$ cat config.mk
export PLATFORM = sky130hd
export DESIGN_NAME = control_sequencer_flat
export DESIGN_NICKNAME = d
export VERILOG_FILES = /design/src/rtl/cpu_ctrl_pkg.sv /design/src/rtl/control_sequencer_if.sv /design/src/rtl/cu_decode.sv /design/src/rtl/control_sequencer.sv /design/src/flat_wrapper.sv
export SDC_FILE = /design/constraint.sdc
export NUM_CORES = 1
export LEC_CHECK = 0
export CORE_ASPECT_RATIO = 0.9
export CORE_MARGIN = 5
export CORE_UTILIZATION = 36
export CTS_CLUSTER_DIAMETER = 30
export DETAILED_ROUTE_END_ITERATION = 8
export PLACE_DENSITY_LB_ADDON = 0.08
export SETUP_SLACK_MARGIN = 0.02
export SLEW_MARGIN = 20
export SYNTH_ARGS = -nofsm -noshare
export SYNTH_HDL_FRONTEND = slang
export SYNTH_SLANG_ARGS = --single-unit
$ cat constraint.sdc
create_clock -name clock -period 2.4 [get_ports clock]
set_input_delay 0.48 -clock clock [delete_from_list [all_inputs] [get_ports clock]]
set_output_delay 0.48 -clock clock [all_outputs]
set_load 0.02 [all_outputs]
$ cat src/rtl/cpu_ctrl_pkg.sv
// Shared definitions for the hardwired control unit: opcodes, ALU codes,
// T-state encodings and the instruction-class enum.
package cpu_ctrl_pkg;

  localparam logic [4:0] OP_LD   = 5'd0,  OP_LDI  = 5'd1,  OP_ST   = 5'd2,
                         OP_ADD  = 5'd3,  OP_SUB  = 5'd4,  OP_AND  = 5'd5,
                         OP_OR   = 5'd6,  OP_ROR  = 5'd7,  OP_ROL  = 5'd8,
                         OP_SHR  = 5'd9,  OP_SHRA = 5'd10, OP_SHL  = 5'd11,
                         OP_ADDI = 5'd12, OP_ANDI = 5'd13, OP_ORI  = 5'd14,
                         OP_MUL  = 5'd15, OP_DIV  = 5'd16, OP_NEG  = 5'd17,
                         OP_NOT  = 5'd18, OP_NOP  = 5'd25, OP_HALT = 5'd26;

  localparam logic [4:0] ALU_NOP  = 5'd0,  ALU_ADD = 5'd1,  ALU_SUB = 5'd2,
                         ALU_AND  = 5'd3,  ALU_OR  = 5'd4,  ALU_ROR = 5'd5,
                         ALU_ROL  = 5'd6,  ALU_SHR = 5'd7,  ALU_SHRA = 5'd8,
                         ALU_SHL  = 5'd9,  ALU_MUL = 5'd10, ALU_DIV = 5'd11,
                         ALU_NEG  = 5'd12, ALU_NOT = 5'd13;

  localparam logic [3:0] S_IDLE = 4'd0, S_T0 = 4'd1, S_T1 = 4'd2, S_T1W = 4'd3,
                         S_T2   = 4'd4, S_T3 = 4'd5, S_T4 = 4'd6, S_T5  = 4'd7,
                         S_T6   = 4'd8, S_T7 = 4'd9, S_HALT = 4'd10;

  typedef enum logic [3:0] {
    CL_RTYPE, CL_IMM, CL_UNARY, CL_MULDIV, CL_LD, CL_LDI, CL_ST, CL_NOP, CL_HALT
  } op_class_e;

endpackage

$ cat src/rtl/control_sequencer_if.sv
// Datapath control bus: IR and memory handshake in, every strobe and the ALU
// opcode out. master = control unit, slave = datapath.
interface control_sequencer_if;
  logic [31:0] ir;
  logic        mem_ready;
  logic        PCout, PCin, IncPC, MARin;
  logic        MDRin, MDRout, MDRread, MDRwrite;
  logic        IRin, RYin, RZinLo, RZinHi, RZoutLo, RZoutHi;
  logic        LOin, HIin, Cout;
  logic        Gra, Grb, Grc, Rin, Rout, BAout;
  logic [4:0]  alu_op;

  modport master (
    input  ir, mem_ready,
    output PCout, PCin, IncPC, MARin, MDRin, MDRout, MDRread, MDRwrite,
           IRin, RYin, RZinLo, RZinHi, RZoutLo, RZoutHi, LOin, HIin, Cout,
           Gra, Grb, Grc, Rin, Rout, BAout, alu_op
  );

  modport slave (
    output ir, mem_ready,
    input  PCout, PCin, IncPC, MARin, MDRin, MDRout, MDRread, MDRwrite,
           IRin, RYin, RZinLo, RZinHi, RZoutLo, RZoutHi, LOin, HIin, Cout,
           Gra, Grb, Grc, Rin, Rout, BAout, alu_op
  );
endinterface

$ cat src/rtl/cu_decode.sv
// Combinational opcode decoder: opcode -> instruction class, ALU op, illegal.
module cu_decode import cpu_ctrl_pkg::*; #(
  parameter int unsigned OPW = 5
) (
  input  logic [OPW-1:0] opcode,
  output op_class_e      op_class,
  output logic [4:0]     alu_op,
  output logic           illegal
);

  always_comb begin
    op_class = CL_NOP;
    alu_op   = ALU_NOP;
    illegal  = 1'b0;
    case (opcode)
      OP_LD:   begin op_class = CL_LD;     alu_op = ALU_ADD;  end
      OP_LDI:  begin op_class = CL_LDI;    alu_op = ALU_ADD;  end
      OP_ST:   begin op_class = CL_ST;     alu_op = ALU_ADD;  end
      OP_ADD:  begin op_class = CL_RTYPE;  alu_op = ALU_ADD;  end
      OP_SUB:  begin op_class = CL_RTYPE;  alu_op = ALU_SUB;  end
      OP_AND:  begin op_class = CL_RTYPE;  alu_op = ALU_AND;  end
      OP_OR:   begin op_class = CL_RTYPE;  alu_op = ALU_OR;   end
      OP_ROR:  begin op_class = CL_RTYPE;  alu_op = ALU_ROR;  end
      OP_ROL:  begin op_class = CL_RTYPE;  alu_op = ALU_ROL;  end
      OP_SHR:  begin op_class = CL_RTYPE;  alu_op = ALU_SHR;  end
      OP_SHRA: begin op_class = CL_RTYPE;  alu_op = ALU_SHRA; end
      OP_SHL:  begin op_class = CL_RTYPE;  alu_op = ALU_SHL;  end
      OP_ADDI: begin op_class = CL_IMM;    alu_op = ALU_ADD;  end
      OP_ANDI: begin op_class = CL_IMM;    alu_op = ALU_AND;  end
      OP_ORI:  begin op_class = CL_IMM;    alu_op = ALU_OR;   end
      OP_MUL:  begin op_class = CL_MULDIV; alu_op = ALU_MUL;  end
      OP_DIV:  begin op_class = CL_MULDIV; alu_op = ALU_DIV;  end
      OP_NEG:  begin op_class = CL_UNARY;  alu_op = ALU_NEG;  end
      OP_NOT:  begin op_class = CL_UNARY;  alu_op = ALU_NOT;  end
      OP_NOP:  op_class = CL_NOP;
      OP_HALT: op_class = CL_HALT;
      default: illegal = 1'b1;   // executes as nop
    endcase
  end

endmodule

$ cat src/rtl/control_sequencer.sv
// Hardwired fetch/execute T-state sequencer for the bus-based CPU datapath.
// Optional CU_MEM_TIMEOUT_EN: bounded memory waits with sticky mem_err + HALT.
module control_sequencer import cpu_ctrl_pkg::*; #(
  parameter int unsigned TIMEOUT_CYCLES = 16,
  parameter int unsigned OPW            = 5
) (
  input  logic                clock,
  input  logic                clear,
  input  logic                run,
  control_sequencer_if.master bus,
  output logic                halted,
  output logic                illegal_op,
`ifdef CU_MEM_TIMEOUT_EN
  output logic                mem_err,
`endif
  output logic [3:0]          tstate
);

  logic [3:0] state, state_nxt;
  op_class_e  op_class;
  logic [4:0] dec_alu;
  logic       dec_illegal;
  logic       last_state;
  logic       unused_ir_bits;

  assign unused_ir_bits = ^bus.ir[31-OPW:0];

  cu_decode #(.OPW(OPW)) u_decode (
    .opcode   (bus.ir[31 -: OPW]),
    .op_class (op_class),
    .alu_op   (dec_alu),
    .illegal  (dec_illegal)
  );

`ifdef CU_MEM_TIMEOUT_EN
  localparam int unsigned TW = (TIMEOUT_CYCLES > 1) ? $clog2(TIMEOUT_CYCLES) : 1;
  logic [TW-1:0] wait_cnt;
  logic          in_wait, timeout_hit;

  assign in_wait = (state == S_T1W) ||
                   (state == S_T6 && op_class == CL_LD) ||
                   (state == S_T7 && op_class == CL_ST);
  assign timeout_hit = in_wait && !bus.mem_ready &&
                       (wait_cnt == TW'(TIMEOUT_CYCLES - 1));

  always_ff @(posedge clock or negedge clear) begin
    if (!clear) begin
      wait_cnt <= '0;
      mem_err  <= 1'b0;
    end else begin
      wait_cnt <= (in_wait && !bus.mem_ready && !timeout_hit) ? wait_cnt + 1'b1 : '0;
      if (timeout_hit) mem_err <= 1'b1;
    end
  end
`else
  localparam int unsigned unused_timeout_cycles = TIMEOUT_CYCLES;
`endif

  // Final T-state of each class; ld/st only ever reach T7.
  always_comb begin
    last_state = 1'b0;
    case (state)
      S_T3:    last_state = (op_class == CL_NOP);
      S_T4:    last_state = (op_class == CL_UNARY);
      S_T5:    last_state = (op_class inside {CL_RTYPE, CL_IMM, CL_LDI});
      S_T6:    last_state = (op_class == CL_MULDIV);
      S_T7:    last_state = (op_class == CL_LD) || bus.mem_ready;
      default: last_state = 1'b0;
    endcase
  end

  always_comb begin
    state_nxt = state;
    case (state)
      S_IDLE:      if (run) state_nxt = S_T0;
      S_T0:        state_nxt = S_T1;
      S_T1, S_T1W: state_nxt = bus.mem_ready ? S_T2 : S_T1W;
      S_T2:        state_nxt = S_T3;
      S_T3:        state_nxt = (op_class == CL_HALT) ? S_HALT : S_T4;
      S_T4, S_T5:  state_nxt = state + 4'd1;
      S_T6:        if (op_class != CL_LD || bus.mem_ready) state_nxt = S_T7;
      S_T7, S_HALT: state_nxt = state;
      default:     state_nxt = S_IDLE;
    endcase
    if (last_state) state_nxt = run ? S_T0 : S_IDLE;
`ifdef CU_MEM_TIMEOUT_EN
    if (timeout_hit) state_nxt = S_HALT;
`endif
  end

  always_ff @(posedge clock or negedge clear) begin
    if (!clear) state <= S_IDLE;
    else        state <= state_nxt;
  end

  assign tstate = state;
  assign halted = (state == S_HALT);

  always_comb begin
    bus.PCout   = 1'b0; bus.PCin    = 1'b0; bus.IncPC   = 1'b0; bus.MARin    = 1'b0;
    bus.MDRin   = 1'b0; bus.MDRout  = 1'b0; bus.MDRread = 1'b0; bus.MDRwrite = 1'b0;
    bus.IRin    = 1'b0; bus.RYin    = 1'b0; bus.RZinLo  = 1'b0; bus.RZinHi   = 1'b0;
    bus.RZoutLo = 1'b0; bus.RZoutHi = 1'b0; bus.LOin    = 1'b0; bus.HIin     = 1'b0;
    bus.Cout    = 1'b0; bus.Gra     = 1'b0; bus.Grb     = 1'b0; bus.Grc      = 1'b0;
    bus.Rin     = 1'b0; bus.Rout    = 1'b0; bus.BAout   = 1'b0;
    bus.alu_op  = ALU_NOP;
    illegal_op  = 1'b0;
    case (state)
      S_T0:  begin bus.PCout = 1'b1; bus.MARin = 1'b1; bus.IncPC = 1'b1; bus.RZinLo = 1'b1; end
      S_T1:  begin bus.RZoutLo = 1'b1; bus.PCin = 1'b1; bus.MDRread = 1'b1; bus.MDRin = 1'b1; end
      S_T1W: begin bus.MDRread = 1'b1; bus.MDRin = 1'b1; end
      S_T2:  begin bus.MDRout = 1'b1; bus.IRin = 1'b1; end
      S_T3: begin
        illegal_op = dec_illegal;
        case (op_class)
          CL_RTYPE, CL_IMM: begin bus.Grb = 1'b1; bus.Rout = 1'b1; bus.RYin = 1'b1; end
          CL_UNARY: begin
            bus.Grb = 1'b1; bus.Rout = 1'b1; bus.RZinLo = 1'b1; bus.alu_op = dec_alu;
          end
          CL_MULDIV: begin bus.Gra = 1'b1; bus.Rout = 1'b1; bus.RYin = 1'b1; end
          CL_LD, CL_LDI, CL_ST: begin bus.Grb = 1'b1; bus.BAout = 1'b1; bus.RYin = 1'b1; end
          default: ;
        endcase
      end
      S_T4: begin
        case (op_class)
          CL_RTYPE: begin
            bus.Grc = 1'b1; bus.Rout = 1'b1; bus.RZinLo = 1'b1; bus.alu_op = dec_alu;
          end
          CL_IMM, CL_LD, CL_LDI, CL_ST: begin
            bus.Cout = 1'b1; bus.RZinLo = 1'b1; bus.alu_op = dec_alu;
          end
          CL_UNARY: begin bus.RZoutLo = 1'b1; bus.Gra = 1'b1; bus.Rin = 1'b1; end
          CL_MULDIV: begin
            bus.Grb = 1'b1; bus.Rout = 1'b1; bus.RZinLo = 1'b1; bus.RZinHi = 1'b1;
            bus.alu_op = dec_alu;
          end
          default: ;
        endcase
      end
      S_T5: begin
        case (op_class)
          CL_RTYPE, CL_IMM, CL_LDI: begin bus.RZoutLo = 1'b1; bus.Gra = 1'b1; bus.Rin = 1'b1; end
          CL_MULDIV:   begin bus.RZoutLo = 1'b1; bus.LOin = 1'b1; end
          CL_LD, CL_ST: begin bus.RZoutLo = 1'b1; bus.MARin = 1'b1; end
          default: ;
        endcase
      end
      S_T6: begin
        case (op_class)
          CL_MULDIV: begin bus.RZoutHi = 1'b1; bus.HIin = 1'b1; end
          CL_LD:     begin bus.MDRread = 1'b1; bus.MDRin = 1'b1; end
          CL_ST:     begin bus.Gra = 1'b1; bus.Rout = 1'b1; bus.MDRin = 1'b1; end
          default: ;
        endcase
      end
      S_T7: begin
        case (op_class)
          CL_LD:   begin bus.MDRout = 1'b1; bus.Gra = 1'b1; bus.Rin = 1'b1; end
          CL_ST:   bus.MDRwrite = 1'b1;
          default: ;
        endcase
      end
      default: ;
    endcase
  end

endmodule

$ cat src/flat_wrapper.sv
// flat-port wrapper written by rule: the top's interface ports become plain ports
module control_sequencer_flat import cpu_ctrl_pkg::*;
#(
  parameter int unsigned TIMEOUT_CYCLES = 16,
  parameter int unsigned OPW            = 5
)
  (clock, clear, run, halted, illegal_op, tstate, bus_ir, bus_mem_ready, bus_PCout, bus_PCin, bus_IncPC, bus_MARin, bus_MDRin, bus_MDRout, bus_MDRread, bus_MDRwrite, bus_IRin, bus_RYin, bus_RZinLo, bus_RZinHi, bus_RZoutLo, bus_RZoutHi, bus_LOin, bus_HIin, bus_Cout, bus_Gra, bus_Grb, bus_Grc, bus_Rin, bus_Rout, bus_BAout, bus_alu_op);
  control_sequencer_if bus_i ();
  input  logic clock;
  input  logic clear;
  input  logic run;
  output logic halted;
  output logic illegal_op;
  output logic [3:0] tstate;
  input wire logic [$bits(bus_i.ir)-1:0] bus_ir;
  input wire logic [$bits(bus_i.mem_ready)-1:0] bus_mem_ready;
  output wire logic [$bits(bus_i.PCout)-1:0] bus_PCout;
  output wire logic [$bits(bus_i.PCin)-1:0] bus_PCin;
  output wire logic [$bits(bus_i.IncPC)-1:0] bus_IncPC;
  output wire logic [$bits(bus_i.MARin)-1:0] bus_MARin;
  output wire logic [$bits(bus_i.MDRin)-1:0] bus_MDRin;
  output wire logic [$bits(bus_i.MDRout)-1:0] bus_MDRout;
  output wire logic [$bits(bus_i.MDRread)-1:0] bus_MDRread;
  output wire logic [$bits(bus_i.MDRwrite)-1:0] bus_MDRwrite;
  output wire logic [$bits(bus_i.IRin)-1:0] bus_IRin;
  output wire logic [$bits(bus_i.RYin)-1:0] bus_RYin;
  output wire logic [$bits(bus_i.RZinLo)-1:0] bus_RZinLo;
  output wire logic [$bits(bus_i.RZinHi)-1:0] bus_RZinHi;
  output wire logic [$bits(bus_i.RZoutLo)-1:0] bus_RZoutLo;
  output wire logic [$bits(bus_i.RZoutHi)-1:0] bus_RZoutHi;
  output wire logic [$bits(bus_i.LOin)-1:0] bus_LOin;
  output wire logic [$bits(bus_i.HIin)-1:0] bus_HIin;
  output wire logic [$bits(bus_i.Cout)-1:0] bus_Cout;
  output wire logic [$bits(bus_i.Gra)-1:0] bus_Gra;
  output wire logic [$bits(bus_i.Grb)-1:0] bus_Grb;
  output wire logic [$bits(bus_i.Grc)-1:0] bus_Grc;
  output wire logic [$bits(bus_i.Rin)-1:0] bus_Rin;
  output wire logic [$bits(bus_i.Rout)-1:0] bus_Rout;
  output wire logic [$bits(bus_i.BAout)-1:0] bus_BAout;
  output wire logic [$bits(bus_i.alu_op)-1:0] bus_alu_op;
  assign bus_i.ir = bus_ir;
  assign bus_i.mem_ready = bus_mem_ready;
  assign bus_PCout = bus_i.PCout;
  assign bus_PCin = bus_i.PCin;
  assign bus_IncPC = bus_i.IncPC;
  assign bus_MARin = bus_i.MARin;
  assign bus_MDRin = bus_i.MDRin;
  assign bus_MDRout = bus_i.MDRout;
  assign bus_MDRread = bus_i.MDRread;
  assign bus_MDRwrite = bus_i.MDRwrite;
  assign bus_IRin = bus_i.IRin;
  assign bus_RYin = bus_i.RYin;
  assign bus_RZinLo = bus_i.RZinLo;
  assign bus_RZinHi = bus_i.RZinHi;
  assign bus_RZoutLo = bus_i.RZoutLo;
  assign bus_RZoutHi = bus_i.RZoutHi;
  assign bus_LOin = bus_i.LOin;
  assign bus_HIin = bus_i.HIin;
  assign bus_Cout = bus_i.Cout;
  assign bus_Gra = bus_i.Gra;
  assign bus_Grb = bus_i.Grb;
  assign bus_Grc = bus_i.Grc;
  assign bus_Rin = bus_i.Rin;
  assign bus_Rout = bus_i.Rout;
  assign bus_BAout = bus_i.BAout;
  assign bus_alu_op = bus_i.alu_op;
  control_sequencer #(.TIMEOUT_CYCLES(TIMEOUT_CYCLES), .OPW(OPW)) u_core (.clock(clock), .clear(clear), .run(run), .bus(bus_i), .halted(halted), .illegal_op(illegal_op), .tstate(tstate));
endmodule
==> flow_summary.toml <==
[status]
outcome = "complete, no violations"

[global_route]
grt_pass1_vias = 1473
grt_pass1_wl_mm = 7.06
grt_max_degree = 16
antenna_found_initial = 0
track_usage_pct = 21.9
overflow = 0

[critical_path]
worstPathRequired_ns = 1.92
cp.arrival_ns = 1.89
endpoint_kind = "output port"
r2r-end = "u_core.tstate[0]"
rr_worst_depth = 9
cp_top_family = "flip-flops"
worst-path-buf-inv = 3
crit_top_cell = "buf_6"
r2r-start = "u_core.tstate[0]"
crit_type = "reg2out"
start_kind = "register"
slowest_stage = "dfrtp_1"
max_stage_delay_ns = 0.40
cp_cell_sequence = "inv_2, ha_4, nand4b_1, mux2_4, o22ai_4, a21oi_2, buf_6, nor2b_4, buf_6"
rrSetupSlack_ns = 0.13
crit_fanout = 4

[min_path]
hold_class = "in2async"

[floorplan]
rows = 18
fp.coreArea_mm2 = 0.00279
start_util_pct = 38.1
dieArea_mm2 = 0.00414
fp.dieH_um = 61.6
io_pins = 70
die-width_um = 67.3

[yosys]
ys_seq_elements = 4
post_synth.cell_area_avg_um2 = 6.86
ys_types = 53
postSynthCellCount = 155
synthesis.area_mm2 = 0.00106
synth_warnings = 0
ys_seq_area_share_pct = 9.41
synth.net_count = 195

[power_and_ir_drop]
internal_power_w = 0.000766
comb_power_share_pct = 85.4
total_power_w = 0.00148
ir_drop_v = 0.000661
power_frac_seq_pct = 9.2
cellLeakagePower_nw = 0.962
switching_share_pct = 48.2
p_per_area_mw_per_mm2 = 737
clkPwrFrac_pct = 5.4
p_switching_w = 0.000713

[cts]
worstSkewPairLatency_ns = 0.23
clock_sink_count = 4
numCtsBuffers = 3
cts_tree = "built"
path_clk_slew_ns = 0.04
cts_buffer_depth = 2
cts_root_buf = "clkbuf_4"
htree_num_levels = 1

[placement]
dp_cells = 268
dp_hpwl_mm = 3.39
pre_cts_ws_ns = -0.745
portBuffers = 41
gp_congestion = 0.926

[layout]
register_area_um2 = 101
final_cell_mix = "buf_4 (51), nand2_1 (16), a21oi_1 (10)"
syn2layout_area_growth_pct = 88.6
fin_nets = 278
post-route-util_pct = 71.8
drive_gt1_share_pct = 48.7
multi_input_area_mm2 = 0.00103
fillers = 238
largest_reg_flops = 4
antenna_cells = 0
mostFrequentLayoutCell = "buf_4"
final_cells = 276

[drt]
ant_nets = 0
drt_iter0_drc = 126
first_pass_iters = 4
wire_per_inst_um = 16.2
viasPerCell = 5.46
drc = 0
totalWireLength_mm = 4.46
vias = 1506

[timing]
max_freq_ghz = 0.421
drv_slew = 0
fin_crit_ns = 2.37
skew_ns = 0.00213
finalWorstSetupSlack_ns = 0.0262
setup_violations = 0
grt_setup_unrepaired = "true"
hold_viol = 0
fin_crit_sh_pct = 98.9

[flow_run]
drv_cap = 0
## power groups by stage
stage	clock, W	sequential [W]	combinational (W)
CTS	0.0000838	0.000137	0.00120
global route	0.0000893	0.000142	0.00135
detailed placement	0	0.000126	0.00119
global placement	0	0.000124	0.00117
floorplan	0	0.000160	0.000597
finish	0.0000797	0.000136	0.00126
## routing by layer
layer  track usage, %  part of all wire, %  vias up
met5                0                    0        -
met4             6.07                  1.6        0
met3             3.10                  7.4        6
met2             34.7                   46       79
met1             31.0                   45      702
li1                 -                    -      719
## through the flow
stage / TNS (ns) / hold WS (ns) / area, um2
2_1_floorplan: 0 / 0.184 / 1070
3_3_place_gp: -14.30 / 0.690 / 1800
3_5_place_dp: -14.93 / 0.694 / 1800
4_1_cts: 0 / 0.449 / 1910
5_1_grt: -0.179 / 0.465 / 2010
6_report: 0 / 0.453 / 2010
## synthesized netlist by cell type (all sizes together)
master | number | area [um2]
nand2 | 17 | 63.8
nor2 | 17 | 66.3
a21oi | 12 | 63.8
buf | 9 | 56.3
nor2b | 8 | 50.1
o21ai | 8 | 40.0
and2 | 6 | 37.5
clkbuf | 6 | 22.5
inv | 6 | 22.5
nand2b | 5 | 31.3
o22ai | 5 | 31.3
a32oi | 4 | 42.6
dfrtp | 4 | 100
ha | 4 | 50.1
nand3b | 4 | 33.8
and3 | 3 | 18.8
mux2 | 3 | 37.5
nor3 | 3 | 15.0
o31ai | 3 | 22.5
or2 | 3 | 18.8
a31oi | 2 | 12.5
nand4 | 2 | 25.0
nor3b | 2 | 20.0
or3 | 2 | 17.5
a211oi | 1 | 7.51
a2bb2oi | 1 | 8.76
a41oi | 1 | 8.76
and3b | 1 | 8.76
conb | 1 | 3.75
nand3 | 1 | 5.00
nand4b | 1 | 8.76
nor4 | 1 | 21.3
o2111ai | 1 | 8.76
o211a | 1 | 10.0
o211ai | 1 | 21.3
o21a | 1 | 7.51
o221ai | 1 | 8.76
o32ai | 1 | 8.76
or3b | 1 | 8.76
xnor2 | 1 | 8.76
xor2 | 1 | 8.76
## logic make-up after synthesis
group,Yosys count,synth area share [%]
fa+ha+maj,4,4.71
xor+xnor,2,1.65
compound gates,43,28.5
mux,3,3.53
buf+inv,21,9.53
simple gates,77,42.4
flops,4,9.41
other cells,1,0.353
## area by class of cell
| cell class | count | area share, % |
|---|---|---|
| multi-input combinational | 130 | 51.6 |
| timing repair buffer | 93 | 38.6 |
| sequential | 4 | 5.05 |
| tap | 40 | 2.50 |
| clock buffer | 3 | 1.12 |
| inverter | 6 | 1.12 |
## how the worst max path moves through the flow
stage                     start       endpoint  slack [ns]  cells past startpoint
5_1_grt        u_core.tstate[0]  bus_alu_op[0]       -0.07                      9
6_report       u_core.tstate[1]  bus_alu_op[0]        0.03                      9
4_1_cts        u_core.tstate[3]         halted        0.03                      5
3_5_place_dp         bus_ir[30]    bus_MDRread       -0.74                      5
3_3_place_gp         bus_ir[31]  bus_alu_op[2]       -0.69                      7
2_1_floorplan  u_core.tstate[1]  bus_alu_op[1]        0.01                      7
## what timing repair did
action                                 in CTS  in global routing
endpoints found under the hold margin       0                  0
hold buffers                                0                  0
buffers inserted                            3                  2
pin swaps                                   7                  8
setup endpoints to repair                  30                 25
gates resized for setup                   117                 40
No activity file was read; power rests on OpenSTA's default activity.
